==> src/rtl/hazard_unit_if.sv <==
// Hazard unit signal bundle: pipeline condition inputs and the control outputs
// that gate and flush the five pipeline registers.
interface hazard_unit_if;
  // All signals are plain levels sampled every cycle. There is no valid/ready
  // pair: the pipeline holds its condition inputs stable for the cycle, and
  // the hazard unit answers combinationally within that same cycle.
  logic       ihit;
  logic       dmemreq;
  logic       dhit;
  logic       idex_memread;
  logic [4:0] idex_rt;
  logic [4:0] ifid_rs;
  logic [4:0] ifid_rt;
  logic       ifid_uses_rt;
  logic       branch_taken;
  logic       exmem_halt;

  logic       pc_en;
  logic       ifid_en;
  logic       idex_en;
  logic       exmem_en;
  logic       memwb_en;
  logic       ifid_flush;
  logic       idex_flush;
  logic       halted;

  modport master (
    output ihit, dmemreq, dhit, idex_memread, idex_rt, ifid_rs, ifid_rt,
           ifid_uses_rt, branch_taken, exmem_halt,
    input  pc_en, ifid_en, idex_en, exmem_en, memwb_en, ifid_flush,
           idex_flush, halted
  );

  modport slave (
    input  ihit, dmemreq, dhit, idex_memread, idex_rt, ifid_rs, ifid_rt,
           ifid_uses_rt, branch_taken, exmem_halt,
    output pc_en, ifid_en, idex_en, exmem_en, memwb_en, ifid_flush,
           idex_flush, halted
  );
endinterface

==> src/rtl/hazard_unit.sv <==
// Pipeline hazard controller: resolves halt, data-memory wait, branch redirect,
// load-use and fetch-wait conditions into register enables and flushes.
module hazard_unit #(
  parameter int CNT_W = 16
) (
  input  logic             CLK,
  input  logic             nRST,
  hazard_unit_if.slave     hu,
  output logic [CNT_W-1:0] stall_cnt,
  output logic [1:0]       state_dbg
);

  typedef enum logic [1:0] {
    RUN   = 2'd0,
    LDUSE = 2'd1,
    DWAIT = 2'd2,
    HALT  = 2'd3
  } state_t;

  state_t state, state_nxt;

  logic load_use;
  logic resolve, allow_lu, allow_dmem;
  logic pc_en, ifid_en, idex_en, exmem_en, memwb_en;
  logic ifid_flush, idex_flush;

  // Register 0 is hardwired to zero, so a load targeting it never creates a hazard.
  assign load_use = hu.idex_memread && (hu.idex_rt != 5'd0) &&
                    ((hu.idex_rt == hu.ifid_rs) ||
                     (hu.ifid_uses_rt && (hu.idex_rt == hu.ifid_rt)));

  always_comb begin
    state_nxt  = state;
    pc_en      = 1'b0;
    ifid_en    = 1'b0;
    idex_en    = 1'b0;
    exmem_en   = 1'b0;
    memwb_en   = 1'b0;
    ifid_flush = 1'b0;
    idex_flush = 1'b0;
    resolve    = 1'b0;
    allow_lu   = 1'b0;
    allow_dmem = 1'b0;

    // RUN, LDUSE and the completing DWAIT cycle share one priority resolver;
    // they differ only in which conditions are allowed to participate.
    if (nRST) begin
      unique case (state)
        RUN:   begin resolve = 1'b1; allow_lu = 1'b1; allow_dmem = 1'b1; end
        LDUSE: begin resolve = 1'b1; allow_dmem = 1'b1; end
        DWAIT: if (hu.dhit) begin resolve = 1'b1; allow_lu = 1'b1; end
        HALT:  ;
      endcase
    end

    if (resolve) begin
      if (hu.exmem_halt) begin
        state_nxt = HALT;
      end else if (allow_dmem && hu.dmemreq && !hu.dhit) begin
        state_nxt = DWAIT;
      end else if (hu.branch_taken) begin
        {pc_en, ifid_en, idex_en, exmem_en, memwb_en} = 5'b11111;
        ifid_flush = 1'b1;
        idex_flush = 1'b1;
        state_nxt  = RUN;
      end else if (allow_lu && load_use) begin
        {idex_en, exmem_en, memwb_en} = 3'b111;
        idex_flush = 1'b1;
        state_nxt  = LDUSE;
      end else if (!hu.ihit) begin
        {ifid_en, idex_en, exmem_en, memwb_en} = 4'b1111;
        ifid_flush = 1'b1;
        state_nxt  = RUN;
      end else begin
        {pc_en, ifid_en, idex_en, exmem_en, memwb_en} = 5'b11111;
        state_nxt = RUN;
      end
    end
  end

  assign hu.pc_en      = pc_en;
  assign hu.ifid_en    = ifid_en;
  assign hu.idex_en    = idex_en;
  assign hu.exmem_en   = exmem_en;
  assign hu.memwb_en   = memwb_en;
  assign hu.ifid_flush = ifid_flush;
  assign hu.idex_flush = idex_flush;
  assign hu.halted     = (state == HALT);
  assign state_dbg     = state;

  always_ff @(posedge CLK) begin
    if (!nRST) begin
      state     <= RUN;
      stall_cnt <= '0;
    end else begin
      state <= state_nxt;
      // Saturates so a long stall never wraps back to a small count.
      if (!pc_en && (state != HALT) && (stall_cnt != {CNT_W{1'b1}}))
        stall_cnt <= stall_cnt + {{(CNT_W-1){1'b0}}, 1'b1};
    end
  end

endmodule

==> src/flat_wrapper.sv <==
// flat-port wrapper written by rule: the top's interface ports become plain ports
module hazard_unit_flat 
#(
  parameter int CNT_W = 16
)
  (CLK, nRST, stall_cnt, state_dbg, hu_ihit, hu_dmemreq, hu_dhit, hu_idex_memread, hu_idex_rt, hu_ifid_rs, hu_ifid_rt, hu_ifid_uses_rt, hu_branch_taken, hu_exmem_halt, hu_pc_en, hu_ifid_en, hu_idex_en, hu_exmem_en, hu_memwb_en, hu_ifid_flush, hu_idex_flush, hu_halted);
  hazard_unit_if hu_i ();
  input  logic CLK;
  input  logic nRST;
  output logic [CNT_W-1:0] stall_cnt;
  output logic [1:0] state_dbg;
  input wire logic [$bits(hu_i.ihit)-1:0] hu_ihit;
  input wire logic [$bits(hu_i.dmemreq)-1:0] hu_dmemreq;
  input wire logic [$bits(hu_i.dhit)-1:0] hu_dhit;
  input wire logic [$bits(hu_i.idex_memread)-1:0] hu_idex_memread;
  input wire logic [$bits(hu_i.idex_rt)-1:0] hu_idex_rt;
  input wire logic [$bits(hu_i.ifid_rs)-1:0] hu_ifid_rs;
  input wire logic [$bits(hu_i.ifid_rt)-1:0] hu_ifid_rt;
  input wire logic [$bits(hu_i.ifid_uses_rt)-1:0] hu_ifid_uses_rt;
  input wire logic [$bits(hu_i.branch_taken)-1:0] hu_branch_taken;
  input wire logic [$bits(hu_i.exmem_halt)-1:0] hu_exmem_halt;
  output wire logic [$bits(hu_i.pc_en)-1:0] hu_pc_en;
  output wire logic [$bits(hu_i.ifid_en)-1:0] hu_ifid_en;
  output wire logic [$bits(hu_i.idex_en)-1:0] hu_idex_en;
  output wire logic [$bits(hu_i.exmem_en)-1:0] hu_exmem_en;
  output wire logic [$bits(hu_i.memwb_en)-1:0] hu_memwb_en;
  output wire logic [$bits(hu_i.ifid_flush)-1:0] hu_ifid_flush;
  output wire logic [$bits(hu_i.idex_flush)-1:0] hu_idex_flush;
  output wire logic [$bits(hu_i.halted)-1:0] hu_halted;
  assign hu_i.ihit = hu_ihit;
  assign hu_i.dmemreq = hu_dmemreq;
  assign hu_i.dhit = hu_dhit;
  assign hu_i.idex_memread = hu_idex_memread;
  assign hu_i.idex_rt = hu_idex_rt;
  assign hu_i.ifid_rs = hu_ifid_rs;
  assign hu_i.ifid_rt = hu_ifid_rt;
  assign hu_i.ifid_uses_rt = hu_ifid_uses_rt;
  assign hu_i.branch_taken = hu_branch_taken;
  assign hu_i.exmem_halt = hu_exmem_halt;
  assign hu_pc_en = hu_i.pc_en;
  assign hu_ifid_en = hu_i.ifid_en;
  assign hu_idex_en = hu_i.idex_en;
  assign hu_exmem_en = hu_i.exmem_en;
  assign hu_memwb_en = hu_i.memwb_en;
  assign hu_ifid_flush = hu_i.ifid_flush;
  assign hu_idex_flush = hu_i.idex_flush;
  assign hu_halted = hu_i.halted;
  hazard_unit #(.CNT_W(CNT_W)) u_core (.CLK(CLK), .nRST(nRST), .hu(hu_i), .stall_cnt(stall_cnt), .state_dbg(state_dbg));
endmodule
==> config.mk <==
export PLATFORM = sky130hd
export DESIGN_NAME = hazard_unit_flat
export DESIGN_NICKNAME = d
export VERILOG_FILES = /design/src/rtl/hazard_unit_if.sv /design/src/rtl/hazard_unit.sv /design/src/flat_wrapper.sv
export SDC_FILE = /design/constraint.sdc
export NUM_CORES = 1
export LEC_CHECK = 0
export ABC_AREA = 1
export CORE_ASPECT_RATIO = 1.1
export CORE_MARGIN = 2
export CORE_UTILIZATION = 44
export DETAILED_ROUTE_END_ITERATION = 16
export MAX_ROUTING_LAYER = met4
export PLACE_DENSITY_LB_ADDON = 0.12
export SYNTH_ARGS = -nofsm -noshare
export SYNTH_HDL_FRONTEND = slang
export SYNTH_SLANG_ARGS = --single-unit
==> constraint.sdc <==
create_clock -name CLK -period 2.1 [get_ports CLK]
set_input_delay 0.21 -clock CLK [delete_from_list [all_inputs] [get_ports CLK]]
set_output_delay 0.21 -clock CLK [all_outputs]
set_load 0.03 [all_outputs]
==> flow_summary.toml, run 1 <==
[status]
status = "completed"

[synth]
synth.top_cell.area_share = 0.266
syn-cell-area_mm2 = 0.00136
mappedNetlistNets = 241
syn_avg_cell_area_um2 = 6.28
yosys-top-cells-area = "dfxtp_1 (27%), nand2_1 (16%), nand3_1 (9.6%)"
synth_warnings = 0
synth-main-ff-cell = "dfxtp_1"
syn_inst = 216
synth-async-reset-ratio = 0
synth-edff-count = 0
synth_cell_types = 26
synth_seq_area_share = 0.266
synth_top_area_cell = "dfxtp_1"
ys_ff_latch = 18

[power_and_ir_drop]
irDropWorstVdd_uv = 287
p_leak_nw = 0.893
power_density_mw_per_mm2 = 420
finalPower_mw = 0.834

[global_route]
grt_max_degree = 18
grt_pass1_vias = 1458
antenna_found_initial = 0
grt_pass1_wl_um = 5860
grt_util_all_layers = 0.206
grt_overflow = 0

[timing]
setup_violations = 0
max_slew_margin = 0.785
fin_crit_ns = 1.94
finClkSkew_ns = 0.00273
fin_crit_sh = 0.926
slew_violations = 0
tns_ns = 0
hold_viol_final = 0
tightest_slew_ns = 0.320
hold_ws_ns = 0.486
max_freq_mhz = 514
rsz0062_at_grt = "false"

[clock_network]
ctsHoldBuffers = 0
cts-root-buf = "clkbuf_4"
h-tree-depth = 1
cts_buffers = 3
cts_sinks = 18
clk_pin_slew_ns = 0.11
cts_tree = "built"
clock_latency_ns = 0.30
cts_buffer_depth = 2

[floorplan]
die_h_um = 62.2
die_area_mm2 = 0.00354
rows = 21
die_x_um = 56.9
io_pins = 50
start_util = 0.453
coreArea_mm2 = 0.00300

[cells_and_area]
final_nets = 302
num_antenna_cells = 0
drive_gt1_frac = 0.138
area_delta_synth_final_pct = 46.5
mostFrequentLayoutCell = "nand2_1"
fin_util = 0.663
final_cell_mix = "nand2_1 (59), clkdlybuf4s50_1 (40), inv_1 (28)"
fin_area_mm2 = 0.00199

[route]
wirelength_um = 3240
drc = 0
ant_nets = 0
post_drt_wl_per_cell_um = 10.4
viasPerCell = 4.91
drt_pass1_iterations = 4
drt_iter0_markers = 51
vias = 1523

[setup_path]
crit_path_start_kind = "input pin"
required_ns = 1.89
end_kind = "primary output"
path_class = "in2out"
arrival_ns = 1.73
crit_fanout = 9
rr_worst_depth = 8

[worst_hold_path]
hp-class = "reg2reg"
hold_depth = 2

[run]
cap_violations = 0

[placed_design]
post_dp_cell_area_mm2 = 0.00194
gp_congestion = 0.813
port-buffer-count = 49
hpwl_um = 2590
synthesized netlist by cell type, types with 2 or more instances:
cell / number
inv_1: 28
nand3_2: 2
nor2_1: 17
a21oi_1: 17
xor2_1: 9
nand2_1: 59
nor3_1: 8
buf_4: 3
nand4_1: 5
dfxtp_1: 18
inv_2: 5
or2_2: 2
xnor2_1: 5
nand3_1: 26
routing by layer:
layer  up-vias  GRT usage  routed length, um  share of wire
met3         5     0.0188                108          0.033
li1        809          -                  -              -
met2        36      0.369               1610           0.50
met5         -          -                  0              0
met1       673      0.241               1470           0.45
met4         0     0.0610                 46          0.014
kinds of logic (layout without fill, tap and decap cells):
kind of cell / after synthesis / count (layout) / synth area share
simple gates: 124 / 124 / 0.426
buf+inv: 39 / 99 / 0.123
xor+xnor: 14 / 14 / 0.0904
fa+ha+maj: 1 / 1 / 0.00922
flops: 18 / 18 / 0.266
compound gates: 20 / 20 / 0.0858
final timing paths:
check | start | end | slack [ns]
hold reg to reg | u_core.stall_cnt[15]$_SDFFE_PN0P_ | u_core.stall_cnt[15]$_SDFFE_PN0P_ | 0.49
setup / recovery | hu_idex_rt[4] | hu_pc_en | 0.16
hold / removal | u_core.stall_cnt[15]$_SDFFE_PN0P_ | u_core.stall_cnt[15]$_SDFFE_PN0P_ | 0.49
setup reg to reg | u_core.stall_cnt[1]$_SDFFE_PN0P_ | u_core.stall_cnt[1]$_SDFFE_PN0P_ | 0.35
worst max-delay path, cell delays in order:
cell and delay, ns:
clkdlybuf4s50_1 0.51, inv_2 0.05, nand2_1 0.05, nand2_1 0.05, nor2_1 0.12, nand3_1 0.09
nand2_1 0.10, nand3_2 0.07, buf_4 0.15, nand3_4 0.12, inv_1 0.05, buf_4 0.16
flip-flops by register name, summed over array words and instances (netlist names):
signal and flops:
u_core.stall_cnt 16, u_core.state_dbg 2
layout make-up:
class	instances	area [um2]
clock buffer	4	36.3
timing repair buffer	62	591
tap	34	42.5
multi-input combinational	159	833
inverter	33	124
sequential	18	360
fill	270	1010
through the flow:
stage	std cells	setup WS, ns
floorplan	216	0.0573
global placement	306	-0.0981
detailed placement	306	-0.102
CTS	310	0.102
global route	310	0.00404
finish	310	0.156
report_power, final:
group	switching [mW]	total, mW	internal [mW]
Clock	0.117	0.222	0.106
Combinational	0.132	0.250	0.118
Sequential	0.0100	0.362	0.352
what timing repair did:
| action | CTS | global route |
|---|---|---|
| endpoints found under the setup margin | 1 | 2 |
| pin swaps | 0 | 0 |
| buffers inserted | 0 | 0 |
| gates resized for setup | 1 | 4 |
No activity file was read; power rests on OpenSTA's default activity.
==> run 2, diff against run 1 <==
- REMOVE_ABC_BUFFERS: unset -> 1
- SETUP_SLACK_MARGIN: unset -> 0.1
==> run 2 against run 1 <==
Net effect: wire length fell by 0.87%; flip-flop and latch count did not move; power fell by 1.8%; worst setup slack improved by 0.12 ns; critical path depth fell by 9; die area did not move; clock skew rose by 0.0068 ns; sequential power barely moved; largest power group unchanged.
==> flow_summary.toml, run 2 (same netlist as run 1, synthesis figures left out) <==
[timing]
max_freq_mhz = 548
hold_ws_ns = 0.237
max_slew_margin = 0.781
rsz0062_at_grt = "false"
tightest_slew_ns = 0.328
fin_crit_ns = 1.82
slew_violations = 0
hold_viol_final = 0
fin_crit_sh = 0.869
setup_violations = 0
finClkSkew_ns = 0.00958

[global_route]
grt_pass1_vias = 1395
grt_overflow = 0
grt_util_all_layers = 0.199
antenna_found_initial = 0
grt_max_degree = 17
grt_pass1_wl_um = 5760

[clock_network]
clock_latency_ns = 0.30
cts-root-buf = "clkbuf_4"
cts_tree = "built"
cts_sinks = 18
cts_buffer_depth = 2
h-tree-depth = 1
cts_buffers = 3
clk_pin_slew_ns = 0.11

[setup_path]
cp_slowest_cell = "clkdlybuf4s50_1"
rr_worst_depth = 7
worstPathCellList = "nand2_1 > inv_1 > clkdlybuf4s50_1"
crit_fanout = 4
arrival_ns = 1.61
end_kind = "primary output"
critPathMaxStageDelay_ns = 0.69
crit_path_start_kind = "flop"
required_ns = 1.89
path_class = "reg2out"

[power_and_ir_drop]
finalPower_mw = 0.820
power_density_mw_per_mm2 = 423
irDropWorstVdd_uv = 300
p_leak_nw = 0.861

[cells_and_area]
num_antenna_cells = 0
final_cell_mix = "nand2_1 (59), clkdlybuf4s50_1 (40), inv_1 (28)"
fin_area_mm2 = 0.00194
drive_gt1_frac = 0.130
largest-register = "u_core.stall_cnt"
fin_util = 0.647
largest_reg_flops = 16
finalNonFillerCells = 304
area_delta_synth_final_pct = 43.0
final_nets = 296
num-fill-cells = 282
mostFrequentLayoutCell = "nand2_1"

[floorplan]
die_x_um = 56.9
start_util = 0.453
rows = 21
die_h_um = 62.2
io_pins = 50
coreArea_mm2 = 0.00300
die_area_mm2 = 0.00354

[route]
drt_iter0_markers = 65
vias = 1523
drc = 0
wirelength_um = 3210
post_drt_wl_per_cell_um = 10.6
viasPerCell = 5.01
ant_nets = 0
drt_pass1_iterations = 4

[worst_hold_path]
hold_depth = 3
hp-class = "in2reg"

[placed_design]
hpwl_um = 2530
post_dp_cell_area_mm2 = 0.00187
gp_congestion = 0.844
port-buffer-count = 49
numPlacedInstances = 298

[run]
cap_violations = 0

[status]
status = "completed"
[run 2: changes by cell type in the layout (fill, tap and decap cells not counted)]
cell             delta
buf_12              -1
buf_4               -4
clkdlybuf4s15_1     -1
nand3_1             -1
nand3_2             +1
nor2_1              -1
nor2_4              +1
[run 2: through the flow]
stage | setup TNS [ns] | setup WS (ns)
after floorplan | -5.43 | -0.392
after global placement | 0 | 0.0998
after detailed placement | 0 | 0.0369
after CTS | 0 | 0.194
after global routing | 0 | 0.114
final | 0 | 0.276
[run 2: worst paths after layout]
path                                      from                                end  slack [ns]
max           u_core.state_dbg[0]$_SDFFE_PN0P_                          hu_halted        0.28
min                                       nRST   u_core.state_dbg[1]$_SDFFE_PN0P_        0.24
max reg2reg   u_core.stall_cnt[1]$_SDFFE_PN0P_   u_core.stall_cnt[7]$_SDFFE_PN0P_        0.34
min reg2reg  u_core.stall_cnt[15]$_SDFFE_PN0P_  u_core.stall_cnt[15]$_SDFFE_PN0P_        0.49
[run 2: layout make-up]
| cell class | instances | area (um2) | area share |
|---|---|---|---|
| multi-input cells | 159 | 846 | 0.436 |
| repair buffers | 56 | 531 | 0.274 |
| flip-flops and latches | 18 | 360 | 0.186 |
| inverters | 33 | 124 | 0.0639 |
| well taps | 34 | 42.5 | 0.0219 |
| clock buffers | 4 | 36.3 | 0.0187 |
[run 2: timing repair]
action                     in CTS  in global routing
setup endpoints to repair       1                  4
pin swaps                       0                  1
hold buffers                    0                  0
setup buffers                   1                  1
resized for setup               1                  5
cloned                          0                  0
[run 2: power breakdown]
| group | total, mW | internal (mW) | switching, mW |
|---|---|---|---|
| Combinational | 0.241 | 0.111 | 0.130 |
| Sequential | 0.364 | 0.351 | 0.0124 |
| Clock | 0.215 | 0.106 | 0.109 |
[run 2: metal layers]
metal / wire length, um / share of wire / track usage
met5: 0 / 0 / -
met4: 63 / 0.020 / 0.0814
met3: 146 / 0.046 / 0.0167
met2: 1530 / 0.48 / 0.328
met1: 1470 / 0.46 / 0.249
[run 2: worst max-delay path, delay by kind of cell, from the launching register on]
kind / cells / cell delay [ns]
flops: 1 / 0.41
buf+inv: 2 / 0.82
simple gates: 1 / 0.09
==> run 3, diff against run 2 <==
- REMOVE_ABC_BUFFERS: 1 -> unset
==> run 3 against run 2 <==
Net effect: non-clock buffer count increased by 5; critical path type is now in2out; largest power group unchanged; power increased by 0.71%; wire length increased by 3.1%.
==> flow_summary.toml, run 3 (same netlist as run 1, synthesis figures left out) <==
[status]
status = "completed"

[cells_and_area]
area_delta_synth_final_pct = 46.2
largest-register = "u_core.stall_cnt"
final_nets = 301
num-fill-cells = 281
drive_gt1_frac = 0.153
largest_reg_flops = 16
final_cell_mix = "nand2_1 (59), clkdlybuf4s50_1 (38), inv_1 (28)"
mostFrequentLayoutCell = "nand2_1"
num_antenna_cells = 0

[setup_path]
crit_path_frequent_cell = "nand2_1"
worst-path-buf-inv = 5
r2r-end = "u_core.stall_cnt[1]$_SDFFE_PN0P_"
path_class = "in2out"
cp_slowest_cell = "clkdlybuf4s50_1"
critPathMaxStageDelay_ns = 0.49
r2r_slack_ns = 0.32
crit_fanout = 5
arrival_ns = 1.66
r2r_start = "u_core.state_dbg[0]$_SDFFE_PN0P_"
rr_worst_depth = 11
required_ns = 1.89
worstPathCellList = "clkdlybuf4s50_1 > inv_2 > nand2_1 > nand2_1 > nor2_2 > nand3_1 > nand2_1 > nand3_2 > buf_4 > nand3_4 > inv_1 > buf_4"
crit_family = "buffers and inverters"
end_kind = "primary output"
crit_path_start_kind = "input pin"

[route]
highest_layer = "met4"
drt_pass1_iterations = 4
drt_iter0_markers = 76
post_drt_wl_per_cell_um = 10.7
vias = 1518
wirelength_um = 3310
wl_met3_um = 112
wl_met2_um = 1600
viasPerCell = 4.91
drt-met1-wl_um = 1540
ant_nets = 0
drc = 0

[floorplan]
coreArea_mm2 = 0.00300
die_h_um = 62.2
start_util = 0.453
io_pins = 50
rows = 21
die_x_um = 56.9
die_area_mm2 = 0.00354

[timing]
max_freq_mhz = 536
hold_viol_final = 0
rsz0062_at_grt = "false"
setup_violations = 0
max_slew_margin = 0.759
fin_crit_ns = 1.87
tightest_slew_ns = 0.359
fin_crit_sh = 0.889
slew_violations = 0
finClkSkew_ns = 0.00255
hold_ws_ns = 0.492

[clock_network]
clock_latency_ns = 0.30
cts_buffer_depth = 2
cts-root-buf = "clkbuf_4"
ctsHoldBuffers = 0
cts_sinks = 18
cts_tree = "built"
clk_pin_slew_ns = 0.10
cts_buffers = 3
h-tree-depth = 1

[run]
cap_violations = 0

[placed_design]
gp_congestion = 0.796
hpwl_um = 2530
port-buffer-count = 49

[global_route]
grt_overflow = 0
grt_max_degree = 18
grt_util_all_layers = 0.194
antenna_found_initial = 0
grt_pass1_vias = 1355
grt_pass1_wl_um = 5530

[worst_hold_path]
holdPathEnd = "u_core.stall_cnt[15]$_SDFFE_PN0P_"
hold_depth = 2
hp-class = "reg2reg"
hold_start = "u_core.stall_cnt[15]$_SDFFE_PN0P_"

[power_and_ir_drop]
power_density_mw_per_mm2 = 416
finalPower_mw = 0.825
irDropWorstVdd_uv = 308
p_leak_nw = 0.899
-- run 3: cell types whose count changed in the layout (fill, tap and decap cells not counted), moves of 2 or more --
cell             delta
nor2_1              -2
buf_4               +4
nor2_2              +2
dlymetal6s2s_1      +2
clkdlybuf4s50_1     -2
-- run 3: layout make-up --
type                            instances  area [um2]  area share
Inverter                               33         124      0.0625
Multi-Input combinational cell        159         850       0.428
Timing Repair Buffer                   61         571       0.288
Sequential cell                        18         360       0.182
Clock buffer                            4        36.3      0.0183
Tap cell                               34        42.5      0.0215
-- run 3: worst max path at each step --
stage,start,endpoint,slack (ns),cells past startpoint
floorplan,u_core.stall_cnt[0]$_SDFFE_PN0P_,u_core.stall_cnt[12]$_SDFFE_PN0P_,0.14,8
global placement,hu_idex_rt[2],hu_ifid_en,-0.09,9
detailed placement,hu_dhit,hu_ifid_en,-0.09,9
CTS,hu_idex_rt[4],hu_ifid_en,0.14,11
global route,u_core.state_dbg[0]$_SDFFE_PN0P_,u_core.stall_cnt[1]$_SDFFE_PN0P_,0.13,11
finish,hu_idex_rt[3],hu_pc_en,0.23,12
-- run 3: layer usage --
metal,vias up,global-route usage
met2,44,0.330
met1,659,0.234
met3,9,0.0229
li1,806,-
met5,-,-
met4,0,0.0669
-- run 3: worst register-to-register path: cells and delay by family, from the launching register on --
kind            cells  cell delay (ns)
simple gates        7             0.71
buf+inv             3             0.46
flops               1             0.36
compound gates      1             0.19
-- run 3: through the flow --
| step | std cells | utilization | instance area [um2] | TNS [ns] | setup WS [ns] |
|---|---|---|---|---|---|
| 6_report | 309 | 0.662 | 1980 | 0 | 0.234 |
| 2_1_floorplan | 216 | - | 1370 | 0 | 0.144 |
| 3_5_place_dp | 304 | 0.642 | 1920 | -0.0935 | -0.0935 |
| 4_1_cts | 309 | 0.656 | 1970 | 0 | 0.140 |
| 5_1_grt | 309 | 0.662 | 1980 | 0 | 0.125 |
| 3_3_place_gp | 304 | 0.642 | 1920 | -0.0853 | -0.0853 |
-- run 3: repair_timing --
item                                    in CTS  in global routing
setup buffers                                1                  0
endpoints found under the setup margin       2                  5
resized for setup                            1                 10
-- run 3: power by group --
part	switching (mW)	total (mW)	internal [mW]
clock	0.111	0.216	0.106
combinational	0.132	0.245	0.113
sequential	0.0127	0.364	0.351
total	0.255	0.825	0.570
